`src/rtl/deadline_pkg.sv`:
```
// deadline_pkg: shared FSM encoding, seven-segment patterns and the preset-to-BCD helper
package deadline_pkg;
    typedef enum logic [1:0] {IDLE = 2'd0, RUN = 2'd1, PAUSED = 2'd2, DONE = 2'd3} state_t;
    localparam logic [6:0] SEG_0 = 7'h40;
    localparam logic [6:0] SEG_1 = 7'h79;
    localparam logic [6:0] SEG_2 = 7'h24;
    localparam logic [6:0] SEG_3 = 7'h30;
    localparam logic [6:0] SEG_4 = 7'h19;
    localparam logic [6:0] SEG_5 = 7'h12;
    localparam logic [6:0] SEG_6 = 7'h02;
    localparam logic [6:0] SEG_7 = 7'h78;
    localparam logic [6:0] SEG_8 = 7'h00;
    localparam logic [6:0] SEG_9 = 7'h10;
    localparam logic [6:0] SEG_BLANK = 7'h7F;
    // Presets above 99 saturate; result is {tens, units}
    function automatic logic [7:0] to_bcd(input logic [6:0] v);
        logic [6:0] c;
        c = v > 7'd99 ? 7'd99 : v;
        return {4'(c / 7'd10), 4'(c % 7'd10)};
    endfunction
endpackage

```
`src/rtl/seg7_decode.sv`:
```
// seg7_decode: BCD digit to active-low seven-segment pattern (bit0=a .. bit6=g)
module seg7_decode
    import deadline_pkg::*;
(
    input  logic [3:0] bcd,
    output logic [6:0] seg
);
    always_comb begin
        seg = bcd == 4'd0 ? SEG_0 :
              bcd == 4'd1 ? SEG_1 :
              bcd == 4'd2 ? SEG_2 :
              bcd == 4'd3 ? SEG_3 :
              bcd == 4'd4 ? SEG_4 :
              bcd == 4'd5 ? SEG_5 :
              bcd == 4'd6 ? SEG_6 :
              bcd == 4'd7 ? SEG_7 :
              bcd == 4'd8 ? SEG_8 :
              bcd == 4'd9 ? SEG_9 : SEG_BLANK;
    end
endmodule

```
`src/rtl/countdown_timer.sv`:
```
// countdown_timer: two-digit BCD seconds countdown with load/start/pause control
// and registered seven-segment, running and expiry outputs.
module countdown_timer
    import deadline_pkg::*;
#(
    parameter int TICK_DIV = 100_000_000,
    parameter int BLANK_LZ = 1
) (
    input  logic       clk,
    input  logic       rst_n,
    input  logic       load,
    input  logic       start,
    input  logic       pause,
    input  logic [6:0] start_val,
    output logic [6:0] segval_t,
    output logic [6:0] segval_u,
    output logic       running,
    output logic       expired,
    output logic       expire_pulse
);
    localparam int PW = TICK_DIV > 1 ? $clog2(TICK_DIV) : 1;
    state_t state, state_n;
    logic [PW-1:0] presc, presc_n;
    logic [3:0] tens, units, tens_n, units_n;
    logic [6:0] seg_t, seg_u;
    logic tick;
    always_comb begin
        tick = state == RUN && presc == PW'(TICK_DIV - 1);
        presc_n = state == RUN ? (tick ? '0 : presc + 1'b1) : presc;
        tens_n = tens;
        units_n = units;
        state_n = state;
        if (load) begin
            {tens_n, units_n} = to_bcd(start_val);
            presc_n = '0;
            state_n = IDLE;
        end else if (start && state == IDLE) begin
            presc_n = '0;
            state_n = {tens, units} == 8'd0 ? DONE : RUN;
        end else if (start && state == PAUSED) begin
            state_n = RUN;
        end else begin
            if (tick) begin
                units_n = units == 4'd0 ? 4'd9 : units - 4'd1;
                tens_n = units == 4'd0 ? tens - 4'd1 : tens;
            end
            // Reaching zero wins over a coincident pause
            if (tick && {tens_n, units_n} == 8'd0)
                state_n = DONE;
            else if (pause && state == RUN)
                state_n = PAUSED;
        end
    end
    seg7_decode u_dec_t (.bcd(tens), .seg(seg_t));
    seg7_decode u_dec_u (.bcd(units), .seg(seg_u));
    always_ff @(posedge clk or negedge rst_n) begin
        if (!rst_n) begin
            state <= IDLE;
            presc <= '0;
            tens <= '0;
            units <= '0;
            segval_t <= BLANK_LZ != 0 ? SEG_BLANK : SEG_0;
            segval_u <= SEG_0;
            running <= 1'b0;
            expired <= 1'b0;
            expire_pulse <= 1'b0;
        end else begin
            state <= state_n;
            presc <= presc_n;
            tens <= tens_n;
            units <= units_n;
            segval_t <= BLANK_LZ != 0 && tens == 4'd0 ? SEG_BLANK : seg_t;
            segval_u <= seg_u;
            running <= state_n == RUN;
            expired <= state_n == DONE;
            expire_pulse <= state_n == DONE && state != DONE;
        end
    end
endmodule

```
`config.mk`:
```
export PLATFORM = sky130hd
export DESIGN_NAME = countdown_timer
export DESIGN_NICKNAME = d
export VERILOG_FILES = /design/src/rtl/deadline_pkg.sv /design/src/rtl/seg7_decode.sv /design/src/rtl/countdown_timer.sv
export SDC_FILE = /design/constraint.sdc
export NUM_CORES = 1
export LEC_CHECK = 0
export BUFFER_PORTS_ARGS = -buffer_cell sky130_fd_sc_hd__buf_4
export CORE_MARGIN = 1.5
export CORE_UTILIZATION = 60
export CTS_BUF_LIST = sky130_fd_sc_hd__clkbuf_8
export DETAILED_ROUTE_END_ITERATION = 12
export PLACE_DENSITY = 0.8
export SLEW_MARGIN = 15
export SYNTH_ARGS = -nofsm -noshare
export SYNTH_HDL_FRONTEND = slang
export SYNTH_SLANG_ARGS = --single-unit
```
`constraint.sdc`:
```
create_clock -name clk -period 2.9 [get_ports clk]
set_clock_uncertainty 0.05 [all_clocks]
set_input_delay 0.58 -clock clk [delete_from_list [all_inputs] [get_ports clk]]
set_output_delay 0.58 -clock clk [all_outputs]
set_load 0.05 [all_outputs]
```
==> impl_results.md, run 1 <==
* Largest area contributor in the netlist: dfrtp_1
* Core area at 0.00547 mm^2
* Fin nets at 445
* Sequential share of the synthesized area at 0.405
* Crit path max fanout at 5
* Hold Fails Final Rpt at 0
* Critical path launch point type: primary input
* Leakage power at 1.71 nW
* Pins Over Slew Limit at 0
* Flip-flop and latch count after synthesis at 54
* Routed wire per std cell at 14.0 um
* CP endpoint kind: flop
* Top cells by count, synth: nor2_1 (55), dfrtp_1 (46), nand2_1 (37)
* Arr. time, crit path at 3.18 ns
* # rows at 27
* FF-to-FF setup slack at 0.46 ns
* GRT Total Usage at 0.250
* Total negative slack at -0.150 ns
* Failing checks: negative setup slack
* Ys Warns at 0
* Post-route cell area at 0.00398 mm^2
* CTS Buf Count at 5
* Port buffer count at 28
* Slew @ Worst Pin at 0.647 ns
* Placed instance area at 0.00381 mm^2
* RSZ-0062 raised after global routing: yes
* Antenna Nets Post-Route at 0
* Maxcap violations at 0
* Rel. slew slack at 0.568
* Area of the multi-input gates at 0.00191 mm^2
* TritonCTS clock tree: built
* Placed Instances at 484
* Top cells by area, synth: dfrtp_1 (34%), dfstp_2 (6.3%), nor2_1 (6.1%)
* DRT iter0 DRCs at 108
* CP most frequent cell: ha_4
* CP max stage cell: a221o_1
* Distinct cell type count after synthesis at 71
* Final worst slack at -0.108 ns
* GP Congestion at 0.891
* Share of the synthesized area in the top cell type at 0.342
* Mapped Cells at 375
* Via count at 2868
* Hold crit path type: primary input to asynchronous set/reset pin
* Share of layout cells above drive strength 1 at 0.261
* Tcrit/Tclk final at 1.04
* PwrDens at 557 mW/mm^2
* Clk_lat worst skew at 0.31 ns
* Die area at 0.00606 mm^2
* Final min period at 3.01 ns
* Die H at 77.9 um
* Antenna fix cells at 0
* Initial Utilization at 0.615
* Worst r2r path cells at 8
* Htree depth at 2
* Number of global-route vias before repair at 2727
* GRT overflow at 0
* Hold Worst Slack at 0.244 ns
* Clock slew at reported path FFs at 0.09 ns
* Final setup fails at 3
* Worst-path cell chain: buf_6, a21oi_2, ha_2, or3_4, nand3_4, ha_4, o21a_1, o221a_2, and2_4, a211oi_4, a21o_1, ha_4, inv_4, a221o_1, nor3b_2, a211oi_2
* Clock Root Buffer: clkbuf_8
* Count leader, synth: nor2_1
* Share of synthesized registers carrying an async set or reset at 1.00
* Synth Flop Type: dfrtp_1
* Kind of critical path: primary input to flop
* DP Wirelength at 5.17 mm
* CP max stage delay at 0.30 ns
* Worst r2r src: presc[0]
* Worst-case clock buffer depth at 2
* Post-CTS Hold Buffers at 0
* Largest net degree at the start of global routing at 55
* First-pass iteration count of the detailed router at 4
* Post-Route WL at 6.96 mm
* First-pass GRT wire length at 12.3 mm
* Antenna violations before repair at 0
* Clock sink count at 54
* I/O pin count at 29
* Die W at 77.9 um
* Routed vias/inst at 5.76
* DRC errors left at 0
* Area Growth Syn to Fin at 18.3%
* Number of flops mapped to enable cells by yosys at 0
* Worst ir drop on vdd at 0.482 mV
* Highest Clock Rate at 332 MHz
* Status: finished with violations
* Sequential cell area at 0.00136 mm^2
* R2r endpoint: units[1]
* Finished Layout Cells at 498
* Synthesized cell area at 0.00336 mm^2
* Crit path required time at 3.08 ns
* Syn_area_per_cell at 8.97 um^2
* Syn nets at 395
* Fillers at 416
per-stage QoR:
step / total power (W) / setup WS, ns / util
after detailed placement: 0.00179 / -0.444 / 0.697
after CTS: 0.00222 / -0.0768 / 0.724
after floorplan: 0.00155 / -0.369 / -
final: 0.00221 / -0.108 / 0.727
after global routing: 0.00233 / -0.217 / 0.727
after global placement: 0.00177 / -0.337 / 0.697
routing by layer:
layer | vias to the layer above | track usage | share of wire
met2 | 63 | 0.400 | 0.47
met4 | 0 | 0.0836 | 0.015
met1 | 1363 | 0.349 | 0.47
met3 | 10 | 0.0329 | 0.042
li1 | 1432 | - | -
met5 | - | 0 | 0
registers in the layout, indices dropped and copies added, names as in the netlist:
signal	flops
units	4
running	1
tens	4
presc	27
expired	1
expire_pulse	1
segval_t	7
segval_u	7
state	2
critical path, delay by kind of cell:
| kind | cells | cell delay (ns) |
|---|---|---|
| compound gates | 7 | 1.37 |
| fa+ha+maj | 3 | 0.56 |
| simple gates | 4 | 0.53 |
| buf+inv | 2 | 0.13 |
layout make-up:
class / count / share of cell area
clock buffer: 5 / 0.0173
clock inverter: 3 / 0.00440
inverter: 14 / 0.0145
multi-input combinational: 289 / 0.481
sequential: 54 / 0.342
tap: 72 / 0.0226
timing repair buffer: 61 / 0.118
layout by cell type (no fill, tap or decap), drive strengths merged, types with 4 or more instances in the layout:
cell    instances
or3             5
xnor2          12
nor2           55
nand3          12
o21ai          18
nand2          37
clkbuf          5
nor2b           8
o211ai          5
a21oi          16
nor3            5
buf            61
xor2           17
o22ai           5
nand4           9
dfstp           8
a31oi          10
a211oi          4
dfrtp          46
and2            6
ha              8
nor4            5
inv            16
o21a            4
worst max-delay path by stage:
stage            startpoint  slack, ns        to
2_1_floorplan  start_val[4]      -0.37  units[1]
3_3_place_gp   start_val[6]      -0.34  units[1]
3_5_place_dp   start_val[6]      -0.44  units[1]
4_1_cts        start_val[6]      -0.08  units[1]
5_1_grt        start_val[6]      -0.22  units[1]
6_report       start_val[6]      -0.11  units[1]
power by group:
part | internal [W] | switching, W
registers | 0.000868 | 0.0000792
clock network | 0.000169 | 0.000248
logic | 0.000313 | 0.000536
repair_timing:
action                                  in CTS  in global routing
resized for setup                            6                  1
pin swaps                                    2                  1
endpoints found under the setup margin       3                  3
setup buffers                                4                  2
logic make-up after synthesis:
family	count (synthesis)	share of synthesized area
AND/OR/NAND/NOR	162	0.253
buffers and inverters	32	0.0472
AO/OA/AOI/OAI	88	0.184
XOR/XNOR	29	0.0755
multiplexers	2	0.00595
flip-flops	54	0.405
adder cells (fa/ha/maj)	8	0.0298
Power figures use the tool's default switching activity.
==> run 2: changes to the inputs <==
Settings changed: ABC_AREA set to 1.
==> impl_results.md, run 2 <==
* DRT iter0 DRCs at 298 (was 108)
* Pins Over Slew Limit at 0 (unchanged)
* PwrDens at 594 mW/mm^2 (was 557 mW/mm^2)
* Clock network fraction of total power at 0.184 (was 0.188)
* Largest area contributor in the netlist: dfrtp_1 (unchanged)
* Largest net degree at the start of global routing at 55 (unchanged)
* Tcrit/Tclk final at 0.953 (was 1.04)
* Clock sink count at 54 (unchanged)
* Slew @ Worst Pin at 0.659 ns (was 0.647 ns)
* Logic pwr share at 0.418 (was 0.384)
* Final setup fails at 0 (was 3)
* Multiplexer share of the synthesized area at 0 (was 0.00595)
* CP endpoint kind: flop (unchanged)
* First-pass iteration count of the detailed router at 5 (was 4)
* Mapped Cells at 493 (was 375)
* Worst-case clock buffer depth at 2 (unchanged)
* DRC errors left at 0 (unchanged)
* # rows at 27 (unchanged)
* Synth Area in XOR/XNOR at 0.00744 (was 0.0755)
* Kind of critical path: primary input to flop (unchanged)
* Post-route cell area at 0.00412 mm^2 (was 0.00398 mm^2)
* Fillers at 456 (was 416)
* Area Growth Syn to Fin at 16.6% (was 18.3%)
* Commonest non-fill, non-tap cell in the layout: nand2_1 (was buf_4)
* Clk_lat worst skew at 0.31 ns (about the same)
* Worst ir drop on vdd at 0.420 mV (was 0.482 mV)
* Antenna Nets Post-Route at 0 (unchanged)
* Fin nets at 558 (was 445)
* Distinct cell type count after synthesis at 44 (was 71)
* Core area at 0.00561 mm^2 (was 0.00547 mm^2)
* Synth Area in Compound Gates at 0.116 (was 0.184)
* TritonCTS clock tree: built (unchanged)
* Ys Warns at 0 (unchanged)
* Htree depth at 2 (unchanged)
* Highest Clock Rate at 362 MHz (was 332 MHz)
* Synth Flop Type: dfrtp_1 (unchanged)
* Post-CTS Hold Buffers at 0 (unchanged)
* Sequential Power Share at 0.398 (was 0.428)
* Die H at 79.7 um (was 77.9 um)
* GP Congestion at 0.961 (was 0.891)
* CP most frequent cell: nand2_2 (was ha_4)
* Post-Route WL at 8.11 mm (was 6.96 mm)
* Port buffer count at 28 (unchanged)
* Clock slew at reported path FFs at 0.10 ns (was 0.09 ns)
* I/O pin count at 29 (unchanged)
* Routed wire per std cell at 13.3 um (was 14.0 um)
* CTS Buf Count at 5 (unchanged)
* Synthesized cell area at 0.00353 mm^2 (was 0.00336 mm^2)
* GRT overflow at 0 (unchanged)
* Adder-cell area share of the yosys netlist at 0.0284 (was 0.0298)
* Initial Utilization at 0.629 (was 0.615)
* Share of layout cells above drive strength 1 at 0.221 (was 0.261)
* Simple-Gate Fraction of Synth Area at 0.366 (was 0.253)
* CP max stage cell: ha_2 (was a221o_1)
* RSZ-0062 raised after global routing: yes (unchanged)
* Worst r2r path cells at 14 (was 8)
* Top Registers: presc (27), segval_t (7), segval_u (7) (unchanged)
* Clock Root Buffer: clkbuf_8 (unchanged)
* Routed vias/inst at 5.55 (was 5.76)
* Worst r2r src: presc[1] (was presc[0])
* Largest register FFs at 27 (unchanged)
* Antenna fix cells at 0 (unchanged)
* Switching share of total power at 0.424 (was 0.390)
* Share of synthesized registers carrying an async set or reset at 1.00 (unchanged)
* Leakage power at 2.03 nW (was 1.71 nW)
* Status: complete, no violations (was finished with violations)
* Number of flops mapped to enable cells by yosys at 0 (unchanged)
* Antenna violations before repair at 0 (unchanged)
* DP Wirelength at 6.22 mm (was 5.17 mm)
* Die area at 0.00635 mm^2 (was 0.00606 mm^2)
* Number of global-route vias before repair at 3138 (was 2727)
* Hold Fails Final Rpt at 0 (unchanged)
* Sequential share of the synthesized area at 0.386 (was 0.405)
* GRT Total Usage at 0.277 (was 0.250)
* Count leader, synth: nand2_1 (was nor2_1)
* First-pass GRT wire length at 13.9 mm (was 12.3 mm)
* Commonest non-fill, non-tap cells in the layout: nand2_1 (114), inv_1 (74), nor2_1 (48), dfrtp_1 (46), buf_4 (42) (was buf_4 (58), nor2_1 (55), dfrtp_1 (46), nand2_1 (37))
* Arr. time, crit path at 2.93 ns (was 3.18 ns)
* Critical path launch point type: primary input (unchanged)
* Die W at 79.7 um (was 77.9 um)
* Internal power at 0.00141 W (was 0.00135 W)
* Placed instance area at 0.00396 mm^2 (was 0.00381 mm^2)
* Net Switching at 0.00104 W (was 0.000863 W)
* Finished Layout Cells at 611 (was 498)
* Crit path max fanout at 4 (was 5)
* Maxcap violations at 0 (unchanged)
* Rel. slew slack at 0.560 (was 0.568)
* Main combinational cell family by area after synthesis: simple AND/OR/NAND/NOR gates (unchanged)
* Top cells by area, synth: dfrtp_1 (33%), nand2_1 (13%), inv_1 (8.1%) (was dfrtp_1 (34%), dfstp_2 (6.3%), nor2_1 (6.1%))
* CP max stage delay at 0.17 ns (was 0.30 ns)
* R2r endpoint: presc[16] (was units[1])
* Hold Worst Slack at 0.221 ns (was 0.244 ns)
* Syn nets at 513 (was 395)
* Share of the synthesized area in the top cell type at 0.326 (was 0.342)
* Core Util, Final at 0.734 (was 0.727)
* Crit path required time at 3.07 ns (was 3.08 ns)
* Final min period at 2.76 ns (was 3.01 ns)
* Top cells by count, synth: nand2_1 (120), inv_1 (76), nor2_1 (48) (was nor2_1 (55), dfrtp_1 (46), nand2_1 (37))
* Via count at 3390 (was 2868)
* Flip-flop and latch count after synthesis at 54 (unchanged)
* Placed Instances at 602 (was 484)
* Hold crit path type: primary input to asynchronous set/reset pin (unchanged)
* FF-to-FF setup slack at 0.34 ns (was 0.46 ns)
* Syn_area_per_cell at 7.16 um^2 (was 8.97 um^2)
* Largest Register: presc (unchanged)
==> run 2: changes by cell type in the layout (fill, tap and decap cells not counted), moves of 16 or more <==
cell,previous run,this run
nand2_1,37,114
inv_1,12,74
nor3_1,3,25
nand2_2,0,17
buf_4,58,42
==> run 2: per-stage QoR <==
step	total power (W)	TNS, ns	worst slack [ns]
floorplan	0.00169	-0.0230	-0.0230
global placement	0.00196	-0.294	-0.129
detailed placement	0.00199	-0.940	-0.309
CTS	0.00243	0	0.0216
global route	0.00258	-0.212	-0.0995
finish	0.00245	0	0.136
==> run 2: final cells by class <==
class,count,area [um^2],area share
Clock inverter,2,12.5,0.00304
Multi-Input combinational cell,350,1910,0.464
Tap cell,72,90.1,0.0219
Sequential cell,54,1360,0.331
Clock buffer,6,82.6,0.0201
Inverter,83,314,0.0763
Timing Repair Buffer,44,345,0.0839
==> run 2: cells by family after synthesis <==
logic type,count (synthesis)
compound gates,68
xor+xnor,3
buf+inv,89
flops,54
fa+ha+maj,8
simple gates,271
==> run 2: what timing repair did <==
| action | CTS | global route |
|---|---|---|
| setup endpoints to repair | 0 | 4 |
| setup buffers | 0 | 1 |
| gates resized for setup | 0 | 13 |
==> run 2: worst max path at each step <==
stage | from | end | slack (ns) | depth (start not counted)
after global routing | start_val[6] | units[1] | -0.1 | 29
after global placement | start_val[5] | units[1] | -0.13 | 30
final | start_val[6] | units[1] | 0.14 | 29
after detailed placement | start_val[5] | units[1] | -0.31 | 30
after CTS | start_val[5] | units[1] | 0.02 | 30
after floorplan | start_val[5] | units[1] | -0.02 | 28
==> run 2: critical path: cells and delay by family <==
family / cells / cell delay (ns)
compound gates: 1 / 0.13
fa+ha+maj: 3 / 0.46
buf+inv: 5 / 0.29
simple gates: 20 / 1.49
==> run 2: metal layers <==
layer	wire length, um	share of wire	global-route usage	vias up
met2	3750	0.46	0.450	136
met4	124	0.015	0.0860	0
met5	0	0	0	-
li1	-	-	-	1683
met1	3690	0.46	0.381	1557
met3	544	0.067	0.0389	14
==> run 2: power by group through the flow <==
stage	Clock (W)	Sequential, W	Combinational (W)
floorplan	0	0.00128	0.000411
global placement	0	0.000984	0.000977
detailed placement	0	0.000988	0.00100
CTS	0.000454	0.000973	0.00100
global route	0.000488	0.000987	0.00111
finish	0.000449	0.000974	0.00102
